## config.mk

```make
export PLATFORM = sky130hd
export DESIGN_NAME = alu_sequencer_flat
export DESIGN_NICKNAME = d
export VERILOG_FILES = /design/src/rtl/alu_pkg.sv /design/src/rtl/alu_sequencer_if.sv /design/src/rtl/regfile_16x16.sv /design/src/rtl/alu_sequencer.sv /design/src/flat_wrapper.sv
export SDC_FILE = /design/constraint.sdc
export NUM_CORES = 1
export LEC_CHECK = 0
export ABC_AREA = 0
export BUFFER_PORTS_ARGS = -buffer_cell sky130_fd_sc_hd__clkbuf_2
export CAP_MARGIN = 20
export CELL_PAD_IN_SITES_DETAIL_PLACEMENT = 1
export CELL_PAD_IN_SITES_GLOBAL_PLACEMENT = 1
export CORE_MARGIN = 5
export CORE_UTILIZATION = 35
export CTS_CLUSTER_DIAMETER = 30
export DETAILED_ROUTE_END_ITERATION = 6
export GPL_ROUTABILITY_DRIVEN = 1
export PLACE_DENSITY_LB_ADDON = 0.1
export SLEW_MARGIN = 5
export SYNTH_ARGS = -nofsm -noshare
export SYNTH_HDL_FRONTEND = slang
export SYNTH_SLANG_ARGS = --single-unit
export TNS_END_PERCENT = 1
```

## constraint.sdc

```tcl
create_clock -name clock -period 3.5 [get_ports clock]
set_input_delay 0.7 -clock clock [delete_from_list [all_inputs] [get_ports clock]]
set_output_delay 0.7 -clock clock [all_outputs]
set_load 0.02 [all_outputs]
```

## src/rtl/alu_pkg.sv

```systemverilog
// Shared definitions for the ALU sequencer: opcodes, FSM encoding, instruction fields.
// Latency: n/a (definitions only).
// Backpressure: n/a.
package alu_pkg;

    localparam int WIDTH    = 16;
    localparam int NUM_REGS = 16;

    localparam int OP_MSB = 15;
    localparam int OP_LSB = 12;
    localparam int RD_MSB = 11;
    localparam int RD_LSB = 8;
    localparam int RS_MSB = 7;
    localparam int RS_LSB = 4;
    localparam int RT_MSB = 3;
    localparam int RT_LSB = 0;

    localparam logic [3:0] OP_ADD        = 4'd0;
    localparam logic [3:0] OP_SUB        = 4'd1;
    localparam logic [3:0] OP_SGT        = 4'd2;
    localparam logic [3:0] OP_AND        = 4'd3;
    localparam logic [3:0] OP_OR         = 4'd4;
    localparam logic [3:0] OP_XOR        = 4'd5;
    localparam logic [3:0] OP_ANDI       = 4'd6;
    localparam logic [3:0] OP_ORI        = 4'd7;
    localparam logic [3:0] OP_XORI       = 4'd8;
    localparam logic [3:0] OP_ADDI       = 4'd9;
    localparam logic [3:0] OP_SUBI       = 4'd10;
    localparam logic [3:0] OP_LAST_LEGAL = 4'd10;

    typedef enum logic [1:0] {
        S_IDLE = 2'd0,
        S_READ = 2'd1,
        S_EXEC = 2'd2,
        S_WB   = 2'd3
    } state_t;

    typedef struct packed {
        logic [3:0] op;
        logic [3:0] rd;
        logic [3:0] rs;
        logic [3:0] rt;
    } instr_t;

    function automatic instr_t unpack_instr(input logic [WIDTH-1:0] w);
        instr_t t;
        t.op = w[OP_MSB:OP_LSB];
        t.rd = w[RD_MSB:RD_LSB];
        t.rs = w[RS_MSB:RS_LSB];
        t.rt = w[RT_MSB:RT_LSB];
        return t;
    endfunction

    function automatic logic is_legal(input logic [3:0] op);
        return op <= OP_LAST_LEGAL;
    endfunction

    function automatic logic is_rtype(input logic [3:0] op);
        return op inside {OP_ADD, OP_SUB, OP_AND, OP_OR, OP_XOR};
    endfunction

    function automatic logic is_itype(input logic [3:0] op);
        return op inside {OP_SGT, OP_ANDI, OP_ORI, OP_XORI, OP_ADDI, OP_SUBI};
    endfunction

endpackage

```

## src/rtl/alu_sequencer_if.sv

```systemverilog
// Instruction handshake, ALU drive/return, retire status and debug read bundle.
// Latency: n/a (wiring only).
// Backpressure: instr_ready gates instr_valid; the ALU path has none.
interface alu_sequencer_if;
    import alu_pkg::*;

    logic             instr_valid;
    logic             instr_ready;
    logic [WIDTH-1:0] instr;
    logic [WIDTH-1:0] alu_a;
    logic [WIDTH-1:0] alu_b;
    logic [3:0]       alu_select;
    logic [3:0]       alu_imm;
    logic [WIDTH-1:0] alu_result;
    logic             done;
    logic             illegal;
    logic [WIDTH-1:0] retired;
    logic [3:0]       dbg_addr;
    logic [WIDTH-1:0] dbg_data;

    modport master (
        output instr_valid, instr, alu_result, dbg_addr,
        input  instr_ready, alu_a, alu_b, alu_select, alu_imm,
               done, illegal, retired, dbg_data
    );

    modport slave (
        input  instr_valid, instr, alu_result, dbg_addr,
        output instr_ready, alu_a, alu_b, alu_select, alu_imm,
               done, illegal, retired, dbg_data
    );

endinterface

```

## src/rtl/regfile_16x16.sv

```systemverilog
// 16x16 register file: one synchronous write port, two operand reads and a debug read.
// Latency: reads combinational, write visible the cycle after we.
// Backpressure: none.
module regfile_16x16
    import alu_pkg::*;
(
    input  logic             clock,
    input  logic             reset,
    input  logic             we,
    input  logic [3:0]       waddr,
    input  logic [WIDTH-1:0] wdata,
    input  logic [3:0]       ra1,
    output logic [WIDTH-1:0] rd1,
    input  logic [3:0]       ra2,
    output logic [WIDTH-1:0] rd2,
    input  logic [3:0]       dbg_addr,
    output logic [WIDTH-1:0] dbg_data
);

    logic [WIDTH-1:0] mem [NUM_REGS];

    always_ff @(posedge clock) begin
        if (reset) begin
            for (int i = 0; i < NUM_REGS; i++) begin
                mem[i] <= '0;
            end
        end else if (we && waddr != 4'd0) begin
            mem[waddr] <= wdata;
        end
    end

    // r0 reads as zero regardless of storage contents
    assign rd1      = (ra1 == 4'd0)      ? '0 : mem[ra1];
    assign rd2      = (ra2 == 4'd0)      ? '0 : mem[ra2];
    assign dbg_data = (dbg_addr == 4'd0) ? '0 : mem[dbg_addr];

endmodule

```

## src/rtl/alu_sequencer.sv

```systemverilog
// Serial decode/read/execute/write-back controller driving an external combinational ALU.
// Latency: 3 cycles accept->done; one instruction per 4 cycles.
// Backpressure: instr_ready is high only in IDLE.
module alu_sequencer
    import alu_pkg::*;
(
    input  logic            clock,
    input  logic            reset,
    alu_sequencer_if.slave  bus
);

    state_t           state, state_nxt;
    instr_t           ir;
    logic [WIDTH-1:0] opa, opb, res, rd1, rd2, retired_q;
    logic             legal, wb_we;
    logic             rdy_c, done_c, ill_c;
    logic [WIDTH-1:0] a_c, b_c;
    logic [3:0]       sel_c, imm_c;

    assign legal = is_legal(ir.op);

    regfile_16x16 u_rf (
        .clock    (clock),
        .reset    (reset),
        .we       (wb_we),
        .waddr    (ir.rd),
        .wdata    (res),
        .ra1      (ir.rs),
        .rd1      (rd1),
        .ra2      (ir.rt),
        .rd2      (rd2),
        .dbg_addr (bus.dbg_addr),
        .dbg_data (bus.dbg_data)
    );

    always_ff @(posedge clock) begin
        if (reset) begin
            state     <= S_IDLE;
            ir        <= '0;
            opa       <= '0;
            opb       <= '0;
            res       <= '0;
            retired_q <= '0;
        end else begin
            state <= state_nxt;
            case (state)
                S_IDLE: if (bus.instr_valid) ir <= unpack_instr(bus.instr);
                S_READ: begin
                    // I-type ops see their register operand on b, a is held at zero
                    if (is_rtype(ir.op)) begin
                        opa <= rd1;
                        opb <= rd2;
                    end else if (is_itype(ir.op)) begin
                        opa <= '0;
                        opb <= rd1;
                    end else begin
                        opa <= '0;
                        opb <= '0;
                    end
                end
                S_EXEC: res <= bus.alu_result;
                S_WB:   if (legal) retired_q <= retired_q + 1'b1;
                default: ;
            endcase
        end
    end

    always_comb begin
        state_nxt = state;
        rdy_c     = 1'b0;
        done_c    = 1'b0;
        ill_c     = 1'b0;
        wb_we     = 1'b0;
        a_c       = '0;
        b_c       = '0;
        sel_c     = '0;
        imm_c     = '0;
        case (state)
            S_IDLE: begin
                rdy_c = 1'b1;
                if (bus.instr_valid) state_nxt = S_READ;
            end
            S_READ: state_nxt = S_EXEC;
            S_EXEC: begin
                state_nxt = S_WB;
                a_c       = opa;
                b_c       = opb;
                sel_c     = ir.op;
                imm_c     = is_itype(ir.op) ? ir.rt : 4'd0;
            end
            S_WB: begin
                state_nxt = S_IDLE;
                // a reset landing on the WB edge aborts the retire entirely
                done_c    = !reset;
                ill_c     = !reset && !legal;
                wb_we     = !reset && legal && (ir.rd != 4'd0);
            end
            default: state_nxt = S_IDLE;
        endcase
    end

    assign bus.instr_ready = rdy_c;
    assign bus.done        = done_c;
    assign bus.illegal     = ill_c;
    assign bus.alu_a       = a_c;
    assign bus.alu_b       = b_c;
    assign bus.alu_select  = sel_c;
    assign bus.alu_imm     = imm_c;
    assign bus.retired     = retired_q;

endmodule

```

## src/flat_wrapper.sv

```systemverilog
// flat-port wrapper written by rule: the top's interface ports become plain ports
module alu_sequencer_flat import alu_pkg::*;
  (clock, reset, bus_instr_valid, bus_instr, bus_alu_result, bus_dbg_addr, bus_instr_ready, bus_alu_a, bus_alu_b, bus_alu_select, bus_alu_imm, bus_done, bus_illegal, bus_retired, bus_dbg_data);
  alu_sequencer_if bus_i ();
  input  logic clock;
  input  logic reset;
  input wire logic [$bits(bus_i.instr_valid)-1:0] bus_instr_valid;
  input wire logic [$bits(bus_i.instr)-1:0] bus_instr;
  input wire logic [$bits(bus_i.alu_result)-1:0] bus_alu_result;
  input wire logic [$bits(bus_i.dbg_addr)-1:0] bus_dbg_addr;
  output wire logic [$bits(bus_i.instr_ready)-1:0] bus_instr_ready;
  output wire logic [$bits(bus_i.alu_a)-1:0] bus_alu_a;
  output wire logic [$bits(bus_i.alu_b)-1:0] bus_alu_b;
  output wire logic [$bits(bus_i.alu_select)-1:0] bus_alu_select;
  output wire logic [$bits(bus_i.alu_imm)-1:0] bus_alu_imm;
  output wire logic [$bits(bus_i.done)-1:0] bus_done;
  output wire logic [$bits(bus_i.illegal)-1:0] bus_illegal;
  output wire logic [$bits(bus_i.retired)-1:0] bus_retired;
  output wire logic [$bits(bus_i.dbg_data)-1:0] bus_dbg_data;
  assign bus_i.instr_valid = bus_instr_valid;
  assign bus_i.instr = bus_instr;
  assign bus_i.alu_result = bus_alu_result;
  assign bus_i.dbg_addr = bus_dbg_addr;
  assign bus_instr_ready = bus_i.instr_ready;
  assign bus_alu_a = bus_i.alu_a;
  assign bus_alu_b = bus_i.alu_b;
  assign bus_alu_select = bus_i.alu_select;
  assign bus_alu_imm = bus_i.alu_imm;
  assign bus_done = bus_i.done;
  assign bus_illegal = bus_i.illegal;
  assign bus_retired = bus_i.retired;
  assign bus_dbg_data = bus_i.dbg_data;
  alu_sequencer u_core (.clock(clock), .reset(reset), .bus(bus_i));
endmodule
```

# --- After elaboration in Yosys (flattened, before gate mapping) ---
# Memories as Yosys holds them, arrays and structs flattened. A register that Yosys moved wholly into a read port is not among the register bits.
# Cells that the tools add are included.
op_classes:
  n_addsub: 1
  magnitude_cmp: 1
  eq_ne: 14
  n_mux: 29
  reduce_logical: 17
op_table:
  columns: ["operator", "n"]
  rows:
  - ["2-to-1 mux 16 bit", 9]
  - ["2-to-1 mux 4 bit", 8]
  - ["adder 16 x 1 -> 16 bit, second input constant", 1]
  - ["== test 4 x 3 -> 1 bit, second input constant", 4]
  - ["zero test 4 bit", 4]
  - ["OR reduction 16 bit", 1]
  - ["== test 4 bit, second input constant", 3]
  - ["2-to-1 mux 1 bit", 10]
  - ["== test 4 x 2 -> 1 bit, second input constant", 2]
  - ["one-hot mux 2 bit (4 select lines)", 1]
  - ["nonzero test 6 bit", 1]
  - ["nonzero test 5 bit", 1]
  - ["== test 2 bit, second input constant", 2]
  - ["== test 4 x 1 -> 1 bit, second input constant", 1]
  - ["<= comparator 4 bit, second input constant", 1]
  - ["logical AND 1 bit", 4]
  - ["AND reduction 2 bit", 2]
  - ["nonzero test 4 bit", 1]
  - ["== test 2 x 1 -> 1 bit, second input constant", 1]
  - ["zero test 1 bit", 2]
  - ["zero test 2 bit", 1]
  - ["2-to-1 mux 2 bit", 1]
  - ["inequality test 2 bit, second input constant", 1]
word_totals:
  mem_count: 1
  ramBits: 256
  regBits: 82
mem_list:
  columns: ["memory", "depth", "width", "rd", "rd_ports_with_merged_regs", "wr", "line", "rtl"]
  rows:
  - ["u_core.u_rf.mem", 16, 16, 3, 2, 16, "regfile_16x16.sv:20", "logic [WIDTH-1:0] mem [NUM_REGS];"]

# --- Longest topological paths before layout ---
# Gate-level depths: netlist of the first run.
depth:
  word_depth: 10
  mapped_depth: 8

# --- Hierarchy ---
# From an unflattened synthesis of the first run, not the netlist that was laid out.
hier_totals:
  cells_unflattened: 1376
  hier_area_um2: 18770.5
by_module_without_submodules:
  columns: ["module", "seq_area_each_um2", "instances", "cells_per_inst", "area_per_inst_um2"]
  rows:
  - ["regfile_16x16", 7236.9, 1, 938, 15140.8]
  - ["alu_sequencer", 1641.6, 1, 438, 3629.7]

# --- Worst setup path before layout of the first run ---
# Ideal clock, no wire load.
synth_timing:
  path_type: "input-to-output"
  startpoint: "input port bus_dbg_addr[1]"
  endpoint: "output port bus_dbg_data[0]"
  arrival_ns: 2.208
  path_buffers: 2
  t_required_ns: 2.800
  slack_ns: 0.592
  path_stages: 5
  path_cell_list: "buf_2 buf_1 mux4_2 mux4_2 nor2b_1"
synth_via:
  elab_chain_len: 2
  word_cells_on_any_way: 3
  cone_classes: "mux (1); reduce/logical (1); memory (1)"
synth_lines:
  columns: ["item", "line", "rtl"]
  rows:
  - ["start: declaration", "flat_wrapper.sv:10", "input wire logic [$bits(bus_i.dbg_addr)-1:0] bus_dbg_addr;"]
  - ["memory read (16 x 16 bit) / zero test 4 bit (equally long branches)", null, null]
  - ["2-to-1 mux 16 bit (*)", "regfile_16x16.sv:35", "assign dbg_data = (dbg_addr == 4'd0) ? '0 : mem[dbg_addr];"]
  - ["end: declaration", "flat_wrapper.sv:19", "output wire logic [$bits(bus_i.dbg_data)-1:0] bus_dbg_data;"]
# Mark *: on every way between the ends. The rest lies on a longest branch, timed or not.

# --- Worst setup path in the final report of the first run ---
layout_timing:
  startpoint: "input port bus_dbg_addr[0]"
  endpoint: "output port bus_dbg_data[14]"
# The elaborated chain is that of the path after synthesis.

==> results of run 1 <==
-- path summary, 6_finish.rpt --
| check | end | cells after the start | slack, ps |
|---|---|---|---|
| setup / recovery | bus_dbg_data[14] | 6 | 210 |
| hold / removal | u_core.ir[12] | 3 | 300 |
| setup reg to reg | u_core.opb[3] | 7 | 780 |
| hold reg to reg | u_core.opa[4] | 1 | 470 |
-- flip-flops by register name, summed over array words and instances, names as in the netlist, named ones only --
register,cells
u_core.u_rf.mem,256
u_core.bus.retired,16
u_core.ir,16
u_core.opa,16
u_core.opb,16
u_core.res,16
u_core.state,2
-- worst max-delay path, delay by kind of cell --
family                 cells  cell delay (ps)
muxes                      2             1110
buffers and inverters      3              550
and+or+nand+nor            1              200
-- layout make-up --
type,count,area [um2],area share (%)
Sequential cell,346,9500,38.3
Tap cell,748,936,3.77
Timing Repair Buffer,190,1390,5.62
Inverter,9,33.8,0.136
Clock buffer,118,2630,10.6
Antenna cell,3,7.51,0.0303
Multi-Input combinational cell,967,9350,37.7
Clock inverter,67,942,3.80
-- routing by layer --
| metal | vias to the layer above | GRT usage, % | part of all wire, % |
|---|---|---|---|
| met5 | - | 0 | 0.029 |
| met4 | 4 | 8.14 | 3.1 |
| met3 | 126 | 5.93 | 8.4 |
| met2 | 611 | 37.6 | 47 |
| met1 | 7247 | 31.7 | 42 |
| li1 | 5839 | - | - |
-- power by group --
group / switching (uW) / total [uW] / internal (uW)
clock network: 2800 / 9670 / 6870
registers: 468 / 5220 / 4750
logic: 2030 / 3460 / 1430
total: 5290 / 18300 / 13000
-- cells by family after synthesis --
| kind of cell | Yosys count | synth area share, % |
|---|---|---|
| simple gates | 520 | 14.9 |
| fa+ha+maj | 5 | 0.322 |
| other cells | 1 | 0.0193 |
| compound gates | 141 | 5.47 |
| mux | 274 | 26.6 |
| flops | 346 | 48.9 |
| xor+xnor | 11 | 0.496 |
| buf+inv | 134 | 3.29 |
-- per-stage QoR --
stage               cells  total power (uW)  setup WS [ps]  hold WS, ps
floorplan            1447              7400            592          435
global placement     2259              8700            251          453
detailed placement   2260              8740            254          460
CTS                  2445             18500            253          269
global route         2446             19000            169          307
finish               2448             18300            215          304
-- cells in the final DEF, fill, tap and decap left out, types with 4 or more instances in the layout --
| master | n |
|---|---|
| inv_6 | 4 |
| nand2_1 | 53 |
| inv_1 | 9 |
| clkbuf_16 | 102 |
| mux2i_1 | 79 |
| o21a_1 | 16 |
| clkinvlp_4 | 6 |
| clkbuf_1 | 14 |
| nand2b_1 | 5 |
| a22oi_1 | 19 |
| a31o_1 | 15 |
| mux4_2 | 193 |
| nor2_1 | 91 |
| nor3_1 | 4 |
| dfxtp_1 | 85 |
| and2_1 | 279 |
| o21ai_0 | 19 |
| o211ai_1 | 15 |
| edfxtp_1 | 256 |
| and3_1 | 6 |
| a22oi_2 | 11 |
| clkinv_2 | 19 |
| nand3_1 | 23 |
| conb_1 | 16 |
| buf_12 | 19 |
| bufinv_16 | 21 |
| buf_4 | 59 |
| or2_2 | 15 |
| a22o_1 | 16 |
| clkinv_4 | 5 |
| or3_1 | 4 |
| nor2b_1 | 18 |
| ha_1 | 4 |
| a21oi_1 | 23 |
| xnor2_1 | 9 |
| clkbuf_2 | 110 |
| clkinv_1 | 8 |
==> flow_summary.yaml, run 1 <==
run_status:
  status: "finished clean"
placed_design:
  port_buffers: 113
  post-dp-hpwl_mm: 47.4
  dpl-instance-area_um2: 21200
  place.gp.congestion: 0.842
logic_synthesis:
  synth_sequential_area_ratio_pct: 48.9
  synth_edf_count: 256
  synth_cells: 1432
  postSynthAreaPerCell_um2: 13.6
  ys_ff_latch: 346
  synth_area_leaders: "edfxtp_1, mux4_2, dfxtp_1"
  synth_most_common_cell: "and2_1"
  netlist_area_um2: 19400
  yosysWarnings: 0
  synthDominantCellAreaShare_pct: 39.6
  yosysTopAreaCell: "edfxtp_1"
  ys_types: 47
  synthTopCellsByCount: "and2_1, edfxtp_1, mux4_2"
  async_reset_ff_share_pct: 0
  yosys_most_used_dff: "edfxtp_1"
finish:
  layout.nets: 1657
  design_area_um2: 24800
  drive_gt1_share_pct: 34.6
  num-fill-cells: 5524
  syn_to_final_growth_pct: 27.8
  fin_util_pct: 45.1
sta:
  fmax_ghz: 0.304
  final.setup_skew_ps: 15.9
  finalHoldViolations: 0
  period_needed_ps: 3290
  worst_slew_pin_slew_ps: 888
  setup_tns_ps: 0
  slew_headroom_pct: 40.8
  slew_violations: 0
  period_share_pct: 93.9
  rsz0062_at_grt: "no"
  finalSetupViolCount: 0
setup_path:
  worstSetupEndpointType: "output port"
  cp_cell_sequence: "buf_4 > buf_12 > mux4_2 > mux4_2 > nor2b_1 > clkbuf_2"
  required_ps: 2800
  path_class: "in -> out"
  arrival_ps: 2590
  crit_path_max_incr_delay_ps: 600
  start_kind: "input pin"
  cp_common_cell: "mux4_2"
  crit_start: "bus_dbg_addr[0]"
  critPathMaxFanout: 17
  cpMaxStageDelayCell: "mux4_2"
clock_tree:
  hold_buffers: 0
  post_cts_buffers: 0
  cts-htree-levels: 3
  clk_pin_slew_ps: 50
  cts_root_buffer: "clkbuf_16"
  cts_tree: "yes"
  clock_latency_ps: 620
  clock_sinks: 346
  numCtsBuffers: 99
  clk_path_buf_depth: 3
  ctsResizeCount: 0
drt:
  viasPerCell: 5.65
  drtPass1Iterations: 5
  detail_route.wl_per_cell_um: 29.2
  drtIter0Drc: 1142
  vias: 13800
  drc_errors: 0
  postRouteAntennaNets: 0
  drt_wl_total_mm: 71.5
floorplanning:
  start_util_pct: 35.3
  io_pins: 114
  core-area_um2: 55000
  rows: 86
  die_h_um: 245
  die_width_um: 245
  dieArea_um2: 60300
run:
  max_cap_viol_count: 0
pwr:
  cellLeakagePower_uw: 0.00908
  ir_worst_vdd_mv: 0.425
  cellPowerDensity_nw_per_um2: 740
global_routing:
  grt_max_degree: 101
  overflow: 0
  grt_pass1_wl_mm: 103
  grtUsageTotal_pct: 23.6
  antenna_found_initial: 9
  grt_pass1_vias: 14300
hold_path:
  min-delay-start: "bus_instr[12]"
  holdCritPathClass: "in -> reg"
No activity file was read; power rests on OpenSTA's default activity.
==> run 2: changes to the inputs <==
==> constraint.sdc (replaced) <==
create_clock -name clock -period 2.67 [get_ports clock]
set_input_delay 0.534 -clock clock [delete_from_list [all_inputs] [get_ports clock]]
set_output_delay 0.534 -clock clock [all_outputs]
set_load 0.02 [all_outputs]
==> flow_summary.yaml, run 2 (same netlist as run 1, synthesis figures left out) <==
drt:
  vias: 13900
  drtPass1Iterations: 5
  postRouteAntennaNets: 0
  drtIter0Drc: 1091
  drc_errors: 0
  drt_wl_total_mm: 72.4
  viasPerCell: 5.59
  detail_route.wl_per_cell_um: 29.0
clock_tree:
  clk_path_buf_depth: 3
  cts_tree: "yes"
  hold_buffers: 0
  clock_latency_ps: 620
  cts_root_buffer: "clkbuf_16"
  clock_sinks: 346
  numCtsBuffers: 89
  clk_pin_slew_ps: 50
  cts-htree-levels: 3
run:
  max_cap_viol_count: 0
sta:
  finalSetupViolCount: 16
  fmax_ghz: 0.336
  period_share_pct: 111
  setup_tns_ps: -3800
  slew_violations: 0
  slew_headroom_pct: 37.3
  rsz0062_at_grt: "yes"
  hold-worst-slack_ps: 152
  finalHoldViolations: 0
  final.setup_skew_ps: 26.8
  period_needed_ps: 2980
  setup_slack_ps: -306
  worst_slew_pin_slew_ps: 940
setup_path:
  cp.depth: 4
  rrSetupSlack_ps: 160
  cp_common_cell: "mux4_2"
  cpLargestDelayFamily: "multiplexers"
  path_class: "reg -> out"
  required_ps: 2140
  critPathMaxFanout: 3
  arrival_ps: 2440
  crit_path_max_incr_delay_ps: 570
  r2r_cells: 7
  r2r-end: "u_core.opb[5]"
  start_kind: "register"
  crit_start: "u_core.u_rf.mem[13][8]"
  cp_cell_sequence: "mux4_2 > mux4_2 > nor2b_4 > buf_6"
  cpMaxStageDelayCell: "mux4_2"
  crit_end: "bus_dbg_data[8]"
  worstSetupEndpointType: "output port"
  cp_num_buf_inv: 1
placed_design:
  port_buffers: 113
  pre_cts_ws_ps: -266
  post-dp-hpwl_mm: 49.3
  place.gp.congestion: 0.860
finish:
  regArea_um2: 9500
  layout.nets: 1716
  largest_reg_flops: 256
  fin_util_pct: 45.6
  syn_to_final_growth_pct: 29.3
  largest_register: "u_core.u_rf.mem"
  drive_gt1_share_pct: 37.2
  multi_input_area_um2: 9390
  final_common_cell: "and2_1"
  num-fill-cells: 5521
  final_cell_mix: "and2_1, edfxtp_1, mux4_2, buf_4, clkbuf_2"
global_routing:
  grt_pass1_wl_mm: 105
  grtUsageTotal_pct: 24.0
  grt_max_degree: 101
  antenna_found_initial: 8
  overflow: 0
  grt_pass1_vias: 14600
pwr:
  ir_worst_vdd_mv: 0.536
  cellLeakagePower_uw: 0.00925
  cellPowerDensity_nw_per_um2: 913
floorplanning:
  die_width_um: 245
  core-area_um2: 55000
  dieArea_um2: 60300
  start_util_pct: 35.3
  die_h_um: 245
  io_pins: 114
  rows: 86
run_status:
  status: "complete, but fails checks"
  violations: "setup timing"
hold_path:
  holdCritPathClass: "in -> reg"
==> run 2: metrics by stage <==
step	power (uW)	instance area, um2	std cells
floorplan	9710	19500	1447
CTS	23100	25000	2492
detailed placement	11800	21800	2322
finish	22900	25100	2497
global route	23800	25100	2495
global placement	11700	21800	2322
==> run 2: how the worst min path moves through the flow <==
| stage | startpoint | endpoint | slack [ps] | depth (start not counted) |
|---|---|---|---|---|
| after floorplan | u_core.opa[0] | u_core.opa[0] | 430 | 1 |
| after global placement | u_core.opa[1] | u_core.opa[1] | 450 | 1 |
| after detailed placement | u_core.opa[1] | u_core.opa[1] | 460 | 1 |
| after CTS | bus_instr[12] | u_core.ir[12] | 120 | 3 |
| after global routing | bus_instr[12] | u_core.ir[12] | 150 | 3 |
| final | bus_instr[12] | u_core.ir[12] | 150 | 3 |
==> run 2: layout make-up <==
class / instances / area share (%)
Clock inverter: 60 / 2.89
Timing Repair Buffer: 259 / 8.34
Multi-Input combinational cell: 967 / 37.4
Inverter: 9 / 0.135
Antenna cell: 2 / 0.0199
Tap cell: 748 / 3.73
Clock buffer: 106 / 9.59
Sequential cell: 346 / 37.9
==> run 2: routing by layer <==
layer  vias to the layer above  GRT usage, %  share of wire [%]
met4                         4          8.11                2.9
li1                       5961             -                  -
met1                      7272          32.1                 42
met5                         -             0              0.046
met2                       578          37.8                 47
met3                       134          6.57                8.0
==> run 2: repair_timing <==
| action | CTS | global route |
|---|---|---|
| resized for setup | 4 | 33 |
| setup buffers | 4 | 2 |
| cloned | 0 | 0 |
| endpoints found under the hold margin | 0 | 0 |
| endpoints found under the setup margin | 16 | 20 |
==> run 2: report_power, final <==
part,leakage [uW],switching (uW),internal [uW]
Combinational,0.00438,2710,2180
Sequential,0.00337,629,6220
Clock,0.00150,3410,7760
==> run 2: tightest hold or removal path: stages <==
cell,delay [ps]
clkbuf_2,80
nand2_1,50
a21oi_1,50
